[src/rtl/fetch_controller.sv]
// Instruction-fetch sequencer: owns program load into instruction RAM, then drives PC/IF-ID control
// in continuous or single-step mode. Optional `CYCLE_COUNTER_EN enables the executed-cycle counter.
module fetch_controller #(
  parameter int len    = 32,
  parameter int ADDR_W = 11
) (
  input  logic              clk,
  input  logic              reset,
  input  logic              in_load_valid,
  input  logic [len-1:0]    in_load_data,
  input  logic              in_load_last,
  output logic              out_load_ready,
  input  logic              in_start,
  input  logic              in_mode,
  input  logic              in_step,
  input  logic              in_stall,
  input  logic              in_pc_src,
  input  logic              in_halt_instr,
  output logic              out_mem_we,
  output logic [ADDR_W-1:0] out_mem_waddr,
  output logic [len-1:0]    out_mem_wdata,
  output logic              out_pc_enable,
  output logic              out_pc_clear,
  output logic              out_ifid_enable,
  output logic              out_ifid_flush,
  output logic              out_load_error,
  output logic              out_done,
  output logic [2:0]        out_state,
  output logic [31:0]       out_cycle_count
);

  typedef enum logic [2:0] {
    S_IDLE      = 3'd0,
    S_LOAD      = 3'd1,
    S_READY     = 3'd2,
    S_RUN       = 3'd3,
    S_STEP_WAIT = 3'd4,
    S_STEP_EXEC = 3'd5,
    S_HALT      = 3'd6
  } state_t;

  state_t              state_q, state_d;
  logic [ADDR_W-1:0]   addr_q, addr_d;
  logic                err_q, err_d;
  logic                step_q;

  logic                accept;
  logic [ADDR_W-1:0]   load_addr;
  logic                step_rise;
  logic                exec_cycle;

  // HALT takes a new program on valid alone; reload restarts at address 0.
  assign accept     = ~reset & in_load_valid &
                      ((state_q == S_IDLE) | (state_q == S_LOAD) | (state_q == S_HALT));
  assign load_addr  = (state_q == S_HALT) ? '0 : addr_q;
  assign step_rise  = in_step & ~step_q;
  assign exec_cycle = (state_q == S_RUN) | (state_q == S_STEP_EXEC);

  always_ff @(posedge clk or posedge reset) begin
    if (reset) begin
      state_q <= S_IDLE;
      addr_q  <= '0;
      err_q   <= 1'b0;
      step_q  <= 1'b0;
    end else begin
      state_q <= state_d;
      addr_q  <= addr_d;
      err_q   <= err_d;
      step_q  <= in_step;
    end
  end

  always_comb begin
    state_d = state_q;
    addr_d  = addr_q;
    err_d   = err_q;

    unique case (state_q)
      S_IDLE, S_HALT: begin
        if (accept) begin
          err_d   = 1'b0;
          addr_d  = load_addr + ADDR_W'(1);
          state_d = in_load_last ? S_READY : S_LOAD;
        end
      end
      S_LOAD: begin
        if (accept) begin
          if (in_load_last) begin
            addr_d  = addr_q + ADDR_W'(1);
            state_d = S_READY;
          end else if (addr_q == '1) begin
            // RAM full: keep the last address rather than wrapping onto word 0.
            err_d   = 1'b1;
            state_d = S_READY;
          end else begin
            addr_d  = addr_q + ADDR_W'(1);
          end
        end
      end
      S_READY: begin
        if (in_start) state_d = in_mode ? S_STEP_WAIT : S_RUN;
      end
      S_RUN: begin
        if (in_halt_instr) state_d = S_HALT;
      end
      S_STEP_WAIT: begin
        if (step_rise) state_d = S_STEP_EXEC;
      end
      S_STEP_EXEC: begin
        state_d = in_halt_instr ? S_HALT : S_STEP_WAIT;
      end
      default: state_d = S_IDLE;
    endcase
  end

  always_comb begin
    out_load_ready  = 1'b0;
    out_mem_we      = 1'b0;
    out_mem_waddr   = '0;
    out_mem_wdata   = '0;
    out_pc_enable   = 1'b0;
    out_pc_clear    = 1'b0;
    out_ifid_enable = 1'b0;
    out_ifid_flush  = 1'b0;

    if (!reset) begin
      out_load_ready = (state_q == S_IDLE) | (state_q == S_LOAD);
      if (state_q == S_READY) begin
        out_pc_clear   = 1'b1;
        out_ifid_flush = 1'b1;
      end
      if (exec_cycle) begin
        // Halt overrides everything; a taken branch overrides a stall for the PC only.
        out_pc_enable   = ~in_halt_instr & (in_pc_src | ~in_stall);
        out_ifid_enable = ~in_halt_instr & ~in_stall;
        out_ifid_flush  = in_pc_src;
      end
    end

    if (accept) begin
      out_mem_we    = 1'b1;
      out_mem_waddr = load_addr;
      out_mem_wdata = in_load_data;
    end
  end

  assign out_load_error = err_q;
  assign out_done       = (state_q == S_HALT);
  assign out_state      = state_q;

`ifdef CYCLE_COUNTER_EN
  logic [31:0] cycle_q, cycle_d;

  always_comb begin
    cycle_d = cycle_q;
    if (state_q == S_READY && in_start) begin
      cycle_d = '0;
    end else if (exec_cycle && cycle_q != '1) begin
      cycle_d = cycle_q + 32'd1;
    end
  end

  always_ff @(posedge clk or posedge reset) begin
    if (reset) cycle_q <= '0;
    else       cycle_q <= cycle_d;
  end

  assign out_cycle_count = cycle_q;
`else
  assign out_cycle_count = '0;
`endif

endmodule

[config.mk]
export PLATFORM = sky130hd
export DESIGN_NAME = fetch_controller
export DESIGN_NICKNAME = d
export VERILOG_FILES = /design/src/rtl/fetch_controller.sv
export SDC_FILE = /design/constraint.sdc
export NUM_CORES = 1
export LEC_CHECK = 0
export CAP_MARGIN = 25
export CORE_ASPECT_RATIO = 0.8
export CORE_UTILIZATION = 37
export CTS_CLUSTER_SIZE = 30
export DETAILED_ROUTE_END_ITERATION = 8
export GPL_ROUTABILITY_DRIVEN = 1
export GPL_TIMING_DRIVEN = 1
export HOLD_SLACK_MARGIN = 0.02
export PLACE_DENSITY = 0.86
export SYNTH_ARGS = -nofsm -noshare
export SYNTH_HDL_FRONTEND = slang
export SYNTH_SLANG_ARGS = --single-unit
[constraint.sdc]
create_clock -name clk -period 5.37 [get_ports clk]
set_input_delay 0.8055 -clock clk [delete_from_list [all_inputs] [get_ports clk]]
set_output_delay 0.8055 -clock clk [all_outputs]
set_load 0.1 [all_outputs]
==> results.json <==
{
  "status": "complete, no violations",
  "power.share.clock": 0.068,
  "routabilityCongestion": 0.830,
  "htree_levels": 1,
  "synth.ff_latch_count": 16,
  "cp.arrival_ns": 3.38,
  "p_int_mw": 0.452,
  "fin_skew_ns": 0.00440,
  "setup_viol": 0,
  "crit_path_start_kind": "input pin",
  "worstSetupPathType": "input pin to output pin",
  "tightest_slew_ns": 1.03,
  "yosysMostFrequentCell": "and2_1",
  "antenna_left": 0,
  "required_ns": 4.56,
  "hp-class": "register to register",
  "drc": 0,
  "end_kind": "output pin",
  "cts_tree": "built",
  "clk_latency_ns": 0.25,
  "core_area_mm2": 0.00431,
  "vias": 1760,
  "cap_violations": 0,
  "p_comb_frac": 0.743,
  "path_max_fanout": 36,
  "grt_usage": 0.188,
  "wl_per_cell_um": 12.7,
  "die_h_um": 63.0,
  "p_per_area_mw_per_mm2": 525,
  "hold_ws_ns": 0.528,
  "grt_first_pass_wirelength_um": 7360,
  "syn_inst": 222,
  "ys_top_cells_by_count": "and2_1, buf_4, dfrtp_1, nor2_1",
  "antenna_found_initial": 0,
  "finalSetupTns_ns": 0,
  "period_share": 0.779,
  "yosysTopAreaCellShare": 0.233,
  "overflow": 0,
  "postRouteWirelength_um": 4580,
  "cts_sinks": 16,
  "netlist_area_mm2": 0.00172,
  "synth_edf_count": 0,
  "numCtsBuffers": 3,
  "synth.area.top_cells": "dfrtp_1, and2_1, buf_4",
  "min_to": "out_load_error$_DFFE_PP0P_",
  "holdPathStages": 2,
  "yosys_warnings": 0,
  "p_switching_mw": 0.856,
  "area_growth_pct": 45.0,
  "clock_tree.root_cell": "clkbuf_8",
  "start_util": 0.399,
  "first_pass_iters": 5,
  "portBuffers": 95,
  "place_ws_ns": 1.19,
  "ys_seq_area_frac": 0.233,
  "setup_slack_ns": 1.19,
  "grt_pass1_vias": 1560,
  "drt-initial-drc-count": 114,
  "leakagePower_nw": 1.18,
  "row_count": 21,
  "fin_area_mm2": 0.00249,
  "netlist.top_cell.by_area": "dfrtp_1",
  "io_pins": 128,
  "final_layout_size_suffix_gt1_frac": 0.184,
  "p_sw_frac": 0.654,
  "max_freq_ghz": 0.239,
  "post-route-util": 0.578,
  "clockBufferDepth": 2,
  "rr_endpoint": "addr_q[10]$_DFFE_PP0P_",
  "grt_max_degree": 37,
  "clk_pin_slew_ns": 0.06,
  "relSlewSlack": 0.313,
  "timing.final.crit_period_ns": 4.18,
  "nets": 350,
  "postCtsSetupRepairBufs": 0,
  "rsz0062_at_grt": "false",
  "r2r_cells": 7,
  "r2r_start": "out_state[1]$_DFFE_PP0P_",
  "synth_area_per_cell_um2": 7.74,
  "die_area_mm2": 0.00492,
  "ys_types": 52,
  "min-delay-start": "out_load_error$_DFFE_PP0P_",
  "slew_viol_final": 0,
  "diodes": 0,
  "cts_resized": 0,
  "postCtsHoldBufs": 0,
  "async_flop_share": 1.00,
  "post_dp_cell_area_mm2": 0.00245,
  "synth_flop_cell": "dfrtp_1",
  "hpwl_um": 3620,
  "r2r_setup_slack_ns": 3.01,
  "seqPwrFrac": 0.188,
  "dieWidth_um": 78.2,
  "peakVddDrop_mv": 0.302,
  "vias_per_cell": 4.86,
  "hold_viol_final": 0
}
## power groups by stage
stage | sequential [mW] | combinational, mW | clock (mW)
6_report | 0.246 | 0.972 | 0.0892
5_1_grt | 0.258 | 1.02 | 0.0979
4_1_cts | 0.244 | 0.975 | 0.0939
3_5_place_dp | 0.246 | 0.973 | 0
3_3_place_gp | 0.243 | 0.964 | 0
2_1_floorplan | 0.278 | 0.780 | 0
## cell type report
class | count | area, um2
sequential | 16 | 400
tap | 57 | 71.3
fill | 415 | 1820
timing repair buffer | 95 | 848
clock buffer | 3 | 41.3
multi-input combinational | 181 | 1090
inverter | 10 | 37.5
## kinds of logic (layout without fill, tap and decap cells)
group / Yosys count / count (layout) / synth area share
AO/OA/AOI/OAI: 43 / 43 / 0.180
buffers and inverters: 56 / 108 / 0.202
AND/OR/NAND/NOR: 103 / 103 / 0.362
XOR/XNOR: 1 / 1 / 0.00510
other: 1 / 32 / 0.00218
flip-flops: 16 / 16 / 0.233
multiplexers: 1 / 1 / 0.00873
adder cells (fa/ha/maj): 1 / 1 / 0.00728
## through the flow
stage	cells	power [mW]
floorplan	253	1.06
global placement	359	1.21
detailed placement	359	1.22
CTS	362	1.31
global route	362	1.38
finish	362	1.31
## cell usage in the layout (no fill, tap or decap), types with 2 or more instances in the layout
cell	count
dfrtp_1	16
nand2b_1	4
nand2_1	6
clkdlybuf4s50_1	54
and2_1	44
a211oi_1	3
inv_1	8
and3_1	3
nor4bb_1	2
nor3_1	3
inv_2	2
nor2b_1	2
a2bb2oi_1	3
o21ai_0	5
conb_1	32
nand3b_1	2
nand4_1	2
clkbuf_8	3
o21ai_1	5
a31oi_1	4
nand3_1	9
a21oi_1	7
buf_4	41
nor2_1	16
a41oi_1	3
## worst max-delay path by stage
stage                              from           endpoint  slack (ns)  cells past startpoint
2_1_floorplan  out_state[1]$_DFFE_PP0P_  out_mem_wdata[22]        1.11                      7
3_3_place_gp                      reset         out_mem_we        1.23                      5
3_5_place_dp                      reset         out_mem_we        1.19                      5
4_1_cts                           reset         out_mem_we        1.17                      5
5_1_grt                           reset         out_mem_we        1.04                      5
6_report                          reset         out_mem_we        1.19                      5
## worst max-delay path: stages
cell and delay (ns):
clkdlybuf4s50_1 0.55, nor2b_1 0.29, o21ai_2 0.17, inv_2 0.34, clkdlybuf4s50_1 1.22
## registers in the layout (all words and copies together) (netlist names)
name / cells
addr_q: 11
out_state: 3
out_load_error: 1
step_q: 1
## metal layers
layer / routed length, um / vias up / share of wire / GRT usage
li1: - / 868 / - / -
met4: 22 / 0 / 0.0048 / 0.0417
met3: 287 / 4 / 0.063 / 0.0365
met1: 1950 / 806 / 0.43 / 0.229
met2: 2320 / 82 / 0.51 / 0.338
met5: 0 / - / 0 / 0
(Power assumes the default switching activity.)
